[config.mk]
export PLATFORM = sky130hd
export DESIGN_NAME = sprite_scheduler
export DESIGN_NICKNAME = d
export VERILOG_FILES = /design/src/rtl/sprite_scheduler.sv
export SDC_FILE = /design/constraint.sdc
export NUM_CORES = 1
export LEC_CHECK = 0
export CORE_ASPECT_RATIO = 1.4
export CORE_MARGIN = 3
export CORE_UTILIZATION = 46
export CTS_CLUSTER_SIZE = 25
export DETAILED_ROUTE_END_ITERATION = 7
export PLACE_DENSITY = 0.87
export SLEW_MARGIN = 10
export SYNTH_ARGS = -nofsm -noshare
export SYNTH_HDL_FRONTEND = slang
export SYNTH_SLANG_ARGS = --single-unit
export TNS_END_PERCENT = 50
[constraint.sdc]
create_clock -name clk -period 2 [get_ports clk]
set_clock_uncertainty 0.1 [all_clocks]
set_input_delay 0.2 -clock clk [delete_from_list [all_inputs] [get_ports clk]]
set_output_delay 0.2 -clock clk [all_outputs]
set_load 0.02 [all_outputs]
[src/rtl/sprite_scheduler.sv]
// Frame-level sprite scheduler: each frame tick it erases/draws client 0 then client 1 and muxes the active client's pixels onto the VGA plot port.
// Latency: the first request pulse comes one cycle after the tick. Erase windows last ERASE_CYCLES. Draw waits last until finish or DRAW_TIMEOUT.
// Backpressure: clients stall the walk by holding finish low, bounded by DRAW_TIMEOUT. A tick that lands while a frame is active is dropped and flagged.
//
// Ports:
//   clk, reset (async, active-low), enable (act on frame ticks)
//   draw_0/1, erase_0/1 : one-cycle requests; finish_0/1 : client draw-complete level
//   x_0/1, y_0/1, colour_0/1 : client pixel streams
//   vga_x/vga_y/vga_colour/plot : muxed pixel port
//   busy, frame_done, overrun (sticky), timeout_err (sticky) : status
module sprite_scheduler #(
    parameter int FRAME_CYCLES = 833333,
    parameter int ERASE_CYCLES = 44,
    parameter int DRAW_TIMEOUT = 63
) (
    input  logic       clk,
    input  logic       reset,
    input  logic       enable,
    output logic       draw_0,
    output logic       draw_1,
    output logic       erase_0,
    output logic       erase_1,
    input  logic       finish_0,
    input  logic       finish_1,
    input  logic [8:0] x_0,
    input  logic [8:0] x_1,
    input  logic [7:0] y_0,
    input  logic [7:0] y_1,
    input  logic [2:0] colour_0,
    input  logic [2:0] colour_1,
    output logic [8:0] vga_x,
    output logic [7:0] vga_y,
    output logic [2:0] vga_colour,
    output logic       plot,
    output logic       busy,
    output logic       frame_done,
    output logic       overrun,
    output logic       timeout_err
);

    localparam int CW   = $clog2(FRAME_CYCLES);
    localparam int WMAX = (ERASE_CYCLES > DRAW_TIMEOUT) ? ERASE_CYCLES : DRAW_TIMEOUT;
    localparam int WW   = (WMAX > 1) ? $clog2(WMAX) : 1;

    typedef enum logic [2:0] {
        S_IDLE,
        S_ERASE_REQ,
        S_ERASE_WAIT,
        S_DRAW_REQ,
        S_DRAW_WAIT,
        S_NEXT,
        S_DONE
    } state_t;

    state_t        state;
    logic          sel;
    logic [1:0]    drawn;
    logic [CW-1:0] frame_cnt;
    logic [WW-1:0] wait_cnt;
    logic [1:0]    draw_q;
    logic [1:0]    erase_q;
    logic          plot_q;
    logic          tick;
    logic          finish_sel;

    assign tick       = (frame_cnt == CW'(FRAME_CYCLES - 1));
    assign finish_sel = sel ? finish_1 : finish_0;

    assign draw_0  = draw_q[0];
    assign draw_1  = draw_q[1];
    assign erase_0 = erase_q[0];
    assign erase_1 = erase_q[1];

    // The client's completion cycle must not write a pixel, so finish gates the
    // registered plot enable combinationally while waiting on a draw.
    assign plot = plot_q & ~((state == S_DRAW_WAIT) & finish_sel);

    assign vga_x      = sel ? x_1      : x_0;
    assign vga_y      = sel ? y_1      : y_0;
    assign vga_colour = sel ? colour_1 : colour_0;

    // Free-running frame timebase, independent of enable.
    always_ff @(posedge clk or negedge reset) begin
        if (!reset) begin
            frame_cnt <= '0;
        end else if (tick) begin
            frame_cnt <= '0;
        end else begin
            frame_cnt <= frame_cnt + 1'b1;
        end
    end

    always_ff @(posedge clk or negedge reset) begin
        if (!reset) begin
            state       <= S_IDLE;
            sel         <= 1'b0;
            drawn       <= 2'b00;
            wait_cnt    <= '0;
            draw_q      <= 2'b00;
            erase_q     <= 2'b00;
            plot_q      <= 1'b0;
            busy        <= 1'b0;
            frame_done  <= 1'b0;
            overrun     <= 1'b0;
            timeout_err <= 1'b0;
        end else begin
            draw_q     <= 2'b00;
            erase_q    <= 2'b00;
            frame_done <= 1'b0;

            // Ticks while disabled are ignored entirely. DONE still counts as
            // busy, so a tick landing there is dropped as an overrun.
            if (tick && enable && (state != S_IDLE)) begin
                overrun <= 1'b1;
            end

            case (state)
                S_IDLE: begin
                    if (tick && enable) begin
                        sel  <= 1'b0;
                        busy <= 1'b1;
                        if (drawn[0]) begin
                            state   <= S_ERASE_REQ;
                            erase_q <= 2'b01;
                        end else begin
                            state  <= S_DRAW_REQ;
                            draw_q <= 2'b01;
                        end
                    end
                end

                S_ERASE_REQ: begin
                    state    <= S_ERASE_WAIT;
                    wait_cnt <= '0;
                    plot_q   <= 1'b1;
                end

                S_ERASE_WAIT: begin
                    if (wait_cnt == WW'(ERASE_CYCLES - 1)) begin
                        state  <= S_DRAW_REQ;
                        plot_q <= 1'b0;
                        draw_q <= {sel, ~sel};
                    end else begin
                        wait_cnt <= wait_cnt + 1'b1;
                    end
                end

                S_DRAW_REQ: begin
                    // finish is deliberately not looked at here.
                    state    <= S_DRAW_WAIT;
                    wait_cnt <= '0;
                    plot_q   <= 1'b1;
                end

                S_DRAW_WAIT: begin
                    if (finish_sel) begin
                        state  <= S_NEXT;
                        plot_q <= 1'b0;
                    end else if (wait_cnt == WW'(DRAW_TIMEOUT - 1)) begin
                        state       <= S_NEXT;
                        plot_q      <= 1'b0;
                        timeout_err <= 1'b1;
                    end else begin
                        wait_cnt <= wait_cnt + 1'b1;
                    end
                end

                S_NEXT: begin
                    drawn[sel] <= 1'b1;
                    if (!sel) begin
                        sel <= 1'b1;
                        if (drawn[1]) begin
                            state   <= S_ERASE_REQ;
                            erase_q <= 2'b10;
                        end else begin
                            state  <= S_DRAW_REQ;
                            draw_q <= 2'b10;
                        end
                    end else begin
                        state      <= S_DONE;
                        frame_done <= 1'b1;
                        busy       <= 1'b0;
                    end
                end

                S_DONE: begin
                    state <= S_IDLE;
                end

                default: begin
                    state <= S_IDLE;
                end
            endcase
        end
    end

endmodule

# Yosys cells after proc, flatten, opt, wreduce, memory -nomap -nowiden
# Index checks and enable logic that the tools add are counted.
# word_totals
word_cells	92
latchBits	0
memories	0
ramBits	0
romBits	0
reg_bits	41
# classes
n_bitwise	6
div_mod_pow	0
multipliers	0
n_eq_ne	15
add_sub_neg	2
n_lt_le_gt_ge	2
mux	41
n_reduce_logical	14
shifts	0
# ops
cell	count
20-bit by 1-bit adder with 20-bit output (second input constant)	1
20-bit == test (second input constant)	1
20-bit two-way mux	1
3-bit two-way mux	6
6-bit two-way mux	3
3-bit one-hot mux with 6 select lines	1
6-bit one-hot mux with 3 select lines	1
1-bit two-way mux	14
2-bit two-way mux	7
6-bit == test (second input constant)	2
2-bit != test (second input constant)	6
3-bit AND reduction	4
9-bit two-way mux	1
8-bit two-way mux	1
6-bit by 1-bit adder with 6-bit output (second input constant)	1
3-bit by 2-bit == test with 1-bit output (second input constant)	2
3-bit == test (second input constant)	2
2-bit one-hot mux with 3 select lines	1
3-bit nonzero test	2
1-bit one-hot mux with 2 select lines	2
2-bit one-hot mux with 2 select lines	1
4-bit AND reduction	1
3-bit by 1-bit == test with 1-bit output (second input constant)	1
1-bit logical AND	3
12 further kinds	15

# Depth between registers and ports, before layout
# Gate-level depths: netlist (run 1).
# depth
word_depth	5
mapped_depth	7
mapped_depth_nobuf	6

# Least setup slack after synthesis (run 1)
# OpenSTA, ideal clock, no wires.
# synth_path
path_kind	flip-flop to flip-flop
startpoint	register frame_cnt[0]
endpoint	register frame_cnt[10]
t_required_ns	1.781
arrival_ns	1.495
period_less_slack_ns	1.714
path_slack_ns	0.286
stages_incl_launch_ff	8
path_cell_list	dfrtp_1 inv_1 ha_1 nand4b_1 or3_1 nor2_2 buf_4 nor2_1
# synth_between
elab_chain_cells	2
word_cells_on_any_way	3
cone_classes	add/sub (1); eq/ne (1); mux (1)
# synth_lines
item	line	rtl
start: declaration	58	logic [CW-1:0] frame_cnt;
start signal: assignment	89	frame_cnt <= frame_cnt + 1'b1;
20-bit by 1-bit adder with 20-bit output or 20-bit == test (tied branches)	89, 66	
20-bit two-way mux (*)	86	end else if (tick) begin
# Mark *: on every way between the ends. The rest lies on a longest branch, timed or not.
# A chain may end at the register's enable or synchronous reset.

# Worst setup path after layout (run 1)
# layout_path
startpoint	register frame_cnt[0]
endpoint	register busy
# layout_between
elab_chain_cells	4
# layout_lines
item	line	rtl
20-bit == test	66	assign tick = (frame_cnt == CW'(FRAME_CYCLES - 1));
1-bit logical AND	119	if (tick && enable) begin
2-bit != test (no line)	--	
3-bit AND reduction (no line)	--	
end signal: assignment	102	busy <= 1'b0;
end signal: assignment	121	busy <= 1'b1;
end signal: assignment	182	busy <= 1'b0;
end: declaration	35	output logic busy,
# Every way passes these cells.

==> summary.md, run 1 <==
| Metric | Value |
|---|---|
| Net switching power | ~430 uW |
| Die Span Y | just under 90 microns |
| Routed vias/inst | about 5.5 |
| Detailed placement HPWL | ~4300 microns |
| F_max | between 500 and 600 MHz |
| Final core occ | 69.9% |
| Most common cell in the netlist | dfrtp_1 |
| Critical Path RT | approximately 2100 ps |
| Max Root-Sink Buffers | 2 |
| Reg-to-Reg Start | frame_cnt[0] |
| Combinational share of power | 15.8% |
| Max H-tree Level | 2 |
| Routed len/inst | between 15 and 20 microns |
| Fin nets | approximately 360 |
| Final min period | about 1900 ps |
| Part of the cycle the worst path needs | a little over nine tenths |
| GRT Util Overall | roughly 20% |
| Vias | about 2000 |
| Num CTS Buffers | 5 |
| Max VDD drop | 408 uV |
| Yosys warns | 0 |
| Root Driver | clkbuf_8 |
| Global-route wire length before repair | about 9200 microns |
| Asr flop ratio synth | between 90% and 100% |
| IO buf count | 73 |
| Avg Inst Size Synth | between 10 and 15 sq um |
| Cells after synthesis | between 200 and 250 |
| Top cell type by total area after synthesis | dfrtp_1 |
| Worst endpoint data arrival time | 2060 ps |
| Reg-to-reg endpoint | busy |
| Power density over the cells | 519 nW/um^2 |
| CP top delay family | simple AND/OR/NAND/NOR gates |
| Synth top area share | between 40% and 50% |
| Final ANT Viol Nets | 0 |
| Initial antenna violation count | 0 |
| Top-Level Pins | 74 |
| Final Hold Viols | 0 |
| Diodes inserted | 0 |
| Starting Density | between 40% and 50% |
| Yosys reg bits | 41 |
| Hold Path End | overrun |
| Ys flop type | dfrtp_1 |
| WS Path Type | reg2reg |
| Highest net fanout along the worst path | 5 |
| Status | complete, no violations |
| Seq/Total Area, Yosys | 44.7% |
| Final WL | slightly below 6000 microns |
| Hold crit path type | reg2reg |
| Sw Share | between 20% and 30% |
| Actual slew at the worst max-slew pin | slightly above 500 ps |
| Synth unique cells | 48 |
| Slew headroom | around two thirds |
| CTS sink cnt | 41 |
| Post-CTS setup buffer count | 0 |
| Hold path depth | 1 |
| Clk pin slew, worst setup/hold paths | ~80 ps |
| Setup crit end kind | register |
| Synth area leaders | dfrtp_1, mux2_2, xnor2_1 |
| CP cell instances | inv_1 > ha_1 > nand4b_1 > or3_1 > nor4_1 > o21a_1 |
| Setup ws final | about 80 ps |
| CP Buf/Inv Count | 1 |
| Pin count of the biggest net entering global routing | 42 |
| Syn_nets | around 280 |
| Pwr Total | ~1.7 mW |
| Std cell rows | 29 |
| Leakage | about 1.4 nW |
| Area Overhead vs Synth | 42.6% |
| Flop pwr share | between 50% and 60% |
| Post-synth EDFFs | 0 |
| Initial DRC count | between 40 and 50 |
| Vias in the first global route | just over 2000 |
| Die Wd | 65.7 microns |
| Slowest cell on crit path | or3_1 |
| Final setup vio count | 0 |
| TritonCTS clock tree | yes |
| Hold wc startpoint | overrun |
| Pre-CTS WS | -27.8 ps |
| Syn Std Cell Area | ~2300 sq um |
| Clock network latency to the later pin of the worst-skew pair | roughly 300 ps |
| Clk pwr share | between 30% and 40% |
| Worst r2r path cells | 6 |
| GPL Wtd Cong | 0.806 |
| Area of the core | roughly 4700 sq um |
| Critical path's largest stage delay | ~450 ps |
| Startpoint types | register |
| Top cell types by occurrence after synthesis | dfrtp_1, mux2_2, nand3_1 |
| Layout cells sized above 1 | approximately 15% |
| R2R setup slack | approximately 80 ps |
| Total gr overflow | 0 |
| Die area | slightly below 6000 sq um |
| Max-Cap Viols | 0 |
| Drc violations | 0 |
| Setup TNS | 0 ps |
| First-pass DRT Iterations | 4 |
| Int Power | ~1.3 mW |
| Final Max Slew Viols | 0 |
## state kept, by name, summed over array words and instances (netlist names), 2 cells and up
name       count
frame_cnt     20
wait_cnt       6
state          3
draw_q         2
drawn          2
erase_q        2
## power groups by stage
| stage | logic [mW] | clock network (mW) | registers [mW] |
|---|---|---|---|
| 4_1_cts | 0.269 | 0.600 | 0.852 |
| 6_report | 0.268 | 0.579 | 0.853 |
| 2_1_floorplan | 0.107 | 0 | 0.867 |
| 3_3_place_gp | 0.269 | 0 | 0.869 |
| 5_1_grt | 0.290 | 0.629 | 0.855 |
| 3_5_place_dp | 0.277 | 0 | 0.869 |
## per-stage QoR
stage	hold WS (ps)	cells	instance area, sq um
global placement	188	368	3150
CTS	380	377	3230
finish	379	377	3270
floorplan	-196	228	2290
global route	415	377	3270
detailed placement	199	368	3150
## per-layer routing
layer	vias up	track usage, %	wire (microns)
li1	990	-	-
met1	993	20.8	2250
met2	67	38.2	3100
met3	9	5.53	418
met4	0	7.55	97
met5	-	0	0
## final cells by class
cell class	instances	area (sq um)
Sequential cell	41	1030
Timing Repair Buffer	85	818
Clock buffer	6	82.6
Fill cell	367	1410
Tap cell	62	77.6
Inverter	13	48.8
Multi-Input combinational cell	168	1200
Clock inverter	2	13.8
## cell families (layout without fill, tap and decap cells)
logic type | after synthesis | in the layout | synth area share [%]
simple gates | 90 | 90 | 20.9
flops | 41 | 41 | 44.7
mux | 27 | 27 | 12.9
fa+ha+maj | 4 | 4 | 2.18
buf+inv | 19 | 106 | 3.55
compound gates | 31 | 31 | 9.60
xor+xnor | 16 | 16 | 6.11
## worst max path at each step
stage | start | endpoint | slack [ps] | cells past startpoint
finish | frame_cnt[0] | busy | 80 | 6
global route | frame_cnt[0] | overrun | -0.3 | 7
CTS | sel | plot | -180 | 3
detailed placement | finish_1 | wait_cnt[5] | -30 | 5
global placement | finish_1 | wait_cnt[5] | 40 | 5
floorplan | frame_cnt[0] | frame_cnt[10] | 290 | 7
## what timing repair did
action,in CTS,in global routing
gates resized for setup,15,11
hold endpoints to repair,41,0
hold buffers,1,0
setup endpoints to repair,21,16
## cell usage in the layout, fill, tap and decap left out, types with 12 or more instances in the layout
master / Yosys / final
clkdlybuf4s50_1: 0 / 51
dfrtp_1: 41 / 40
dlygate4sd2_1: 0 / 15
inv_1: 12 / 12
mux2_2: 20 / 20
nand2_1: 16 / 16
nand3_1: 17 / 17
nor2_1: 14 / 14
xnor2_1: 12 / 12
(Power assumes the default switching activity.)
==> run 2, diff against run 1 <==
--- a/config.mk
+++ b/config.mk
@@ -10,6 +10,7 @@
 export CORE_UTILIZATION = 46
 export CTS_CLUSTER_SIZE = 25
 export DETAILED_ROUTE_END_ITERATION = 7
+export HOLD_SLACK_MARGIN = 0.12
 export PLACE_DENSITY = 0.87
 export SLEW_MARGIN = 10
 export SYNTH_ARGS = -nofsm -noshare
==> results of run 2 <==
The final DEF is identical to that of run 1; final timing and power are the same.
==> run 3, diff against run 2 <==
--- a/config.mk
+++ b/config.mk
@@ -12,6 +12,7 @@
 export DETAILED_ROUTE_END_ITERATION = 7
 export HOLD_SLACK_MARGIN = 0.12
 export PLACE_DENSITY = 0.87
+export RECOVER_POWER = 25
 export SLEW_MARGIN = 10
 export SYNTH_ARGS = -nofsm -noshare
 export SYNTH_HDL_FRONTEND = slang
==> run 3 against run 2 <==
Design area about the same; largest cell class unchanged; utilization decreased by 0.054 points; critical endpoint unchanged; worst hold slack unchanged; count of clock-buffer cells in the layout unchanged; sequential share of layout area about the same; fmax unchanged; sequential cell count unchanged; total power about the same; largest power group unchanged; sequential power about the same; global-route usage unchanged.
==> summary.md, run 3 (same netlist as run 1, synthesis figures left out) <==
| Metric | Value |
|---|---|
| Top reg by flops | frame_cnt (unchanged) |
| Initial DRC count | 46 (unchanged) |
| R2R setup slack | 80 ps (about the same) |
| Detailed placement HPWL | 4310 microns (unchanged) |
| Fin nets | 363 (unchanged) |
| Vias | 2054 (was 2059) |
| Reg-to-Reg Start | frame_cnt[0] (unchanged) |
| Max-Cap Viols | 0 (unchanged) |
| Initial antenna violation count | 0 (unchanged) |
| Regs by FF count | frame_cnt (20), wait_cnt (6), state (3) (unchanged) |
| Critical path's largest stage delay | 450 ps (about the same) |
| TritonCTS clock tree | yes (unchanged) |
| Final min period | 1920 ps (unchanged) |
| Pwr Total | 1.70 mW (about the same) |
| First-pass DRT Iterations | 4 (unchanged) |
| Power density over the cells | 520 nW/um^2 (was 519 nW/um^2) |
| CP top delay family | simple AND/OR/NAND/NOR gates (unchanged) |
| Max reg flops | 20 (unchanged) |
| CP cell instances | inv_1 > ha_1 > nand4b_1 > or3_1 > nor4_1 > o21a_1 (unchanged) |
| Routed len/inst | 15.5 microns (was 15.6 microns) |
| Status | complete, no violations (unchanged) |
| Startpoint types | register (unchanged) |
| Total gr overflow | 0 (unchanged) |
| Setup ws final | 80.2 ps (unchanged) |
| Root Driver | clkbuf_8 (unchanged) |
| Final ANT Viol Nets | 0 (unchanged) |
| Final-layout fill cell count | 368 (was 367) |
| GR met1 Demand/Resource | 20.8% (unchanged) |
| Worst endpoint data arrival time | 2060 ps (about the same) |
| Area of the core | 4680 sq um (unchanged) |
| Max Root-Sink Buffers | 2 (unchanged) |
| Leakage | 1.44 nW (about the same) |
| Part of the cycle the worst path needs | 96.0% (unchanged) |
| Final Max Slew Viols | 0 (unchanged) |
| Busiest layer in global routing | met2 (unchanged) |
| WS Path Type | reg2reg (unchanged) |
| Slew headroom | 31.7% (was 65.4%) |
| Num CTS Buffers | 5 (unchanged) |
| GR Util met2 | 38.2% (unchanged) |
| Starting Density | 49.0% (unchanged) |
| F_max | 521 MHz (unchanged) |
| Final core occ | 69.8% (was 69.9%) |
| Final Hold Viols | 0 (unchanged) |
| Highest net fanout along the worst path | 5 (unchanged) |
| Worst hold slack | 379 ps (unchanged) |
| Diodes inserted | 0 (unchanged) |
| Reg-to-reg endpoint | busy (unchanged) |
| Stages on the worst setup path | 6 (unchanged) |
| Top-Level Pins | 74 (unchanged) |
| Vias in the first global route | 2049 (unchanged) |
| CTS sink cnt | 41 (unchanged) |
| Most frequent cells in the layout | clkdlybuf4s50_1, dfrtp_1, mux2_2 (unchanged) |
| Die Span Y | 89.5 microns (unchanged) |
| Global-route wire length before repair | 9180 microns (unchanged) |
| Setup TNS | 0 ps (unchanged) |
| Setup crit end kind | register (unchanged) |
| Area Overhead vs Synth | 42.5% (was 42.6%) |
| GRT Util Overall | 20.2% (unchanged) |
| Critical path capture point | busy (unchanged) |
| Final WL | 5860 microns (was 5870 microns) |
| Crit path from | frame_cnt[0] (unchanged) |
| Drc violations | 0 (unchanged) |
| Clk pin slew, worst setup/hold paths | 80 ps (about the same) |
| Routed vias/inst | 5.45 (was 5.46) |
| Slowest cell on crit path | or3_1 (unchanged) |
| Pin count of the biggest net entering global routing | 42 (unchanged) |
| Most common cell after layout, fill and taps aside | clkdlybuf4s50_1 (unchanged) |
| Worst r2r path cells | 6 (unchanged) |
| Critical Path RT | 2140 ps (about the same) |
| Final setup vio count | 0 (unchanged) |
| Hold crit path type | reg2reg (unchanged) |
| Pre-CTS WS | -27.8 ps (unchanged) |
| Actual slew at the worst max-slew pin | 1020 ps (was 519 ps) |
| GPL Wtd Cong | 0.806 (unchanged) |
| IO buf count | 73 (unchanged) |
| CP Buf/Inv Count | 1 (unchanged) |
| Max VDD drop | 408 uV (about the same) |
| Clock network latency to the later pin of the worst-skew pair | 300 ps (about the same) |
| Layout cells sized above 1 | 15.2% (unchanged) |
| Met3 GRT Util | 5.53% (unchanged) |
| Std cell rows | 29 (unchanged) |
| Die area | 5880 sq um (unchanged) |
| Die Wd | 65.7 microns (unchanged) |
| Max H-tree Level | 2 (unchanged) |
==> run 3: changes by cell type in the layout (fill, tap and decap cells not counted), sizes merged <==
cell    change
buf         -1
clkbuf      +1
==> run 3: final cells by class <==
class,instances,area [sq um],share of cell area (%)
repair buffers,85,816,25.0
clock buffers,6,82.6,2.53
flip-flops and latches,41,1030,31.4
multi-input cells,168,1200,36.8
clock inverters,2,13.8,0.421
well taps,62,77.6,2.37
inverters,13,48.8,1.49
==> run 3: worst min path at each step <==
stage	startpoint	to	slack [ps]	cells after the start
finish	overrun	overrun	380	1
global route	overrun	overrun	410	1
CTS	frame_cnt[19]	frame_cnt[19]	380	1
detailed placement	reset	frame_cnt[5]	200	2
global placement	reset	frame_cnt[1]	190	2
floorplan	reset	busy	-200	0
==> run 3: what timing repair did <==
item / CTS / global route
buffers inserted: 0 / 0
resized for setup: 15 / 11
endpoints found under the setup margin: 21 / 16
hold endpoints to repair: 41 / 0
hold buffers: 1 / 0
==> run 3: where the power goes <==
group	total [mW]	internal [mW]	switching, mW
clock	0.579	0.280	0.299
combinational	0.267	0.148	0.119
sequential	0.853	0.840	0.0130
==> run 3: worst register-to-register path, cell delays in order, from the launching register on <==
cell	delay, ps
dfrtp_1	420
inv_1	80
ha_1	160
nand4b_1	160
or3_1	450
nor4_1	330
o21a_1	160
==> run 3: stage by stage <==
step | cell area, sq um | cells
6_report | 3270 | 377
5_1_grt | 3270 | 377
4_1_cts | 3230 | 377
3_5_place_dp | 3150 | 368
3_3_place_gp | 3150 | 368
2_1_floorplan | 2290 | 228
==> run 3: routing by layer <==
layer  up-vias  part of all wire, %
met2        66                   53
met3         9                  7.2
met1       989                   38
met4         0                  1.7
met5         -                    0
li1        990                    -
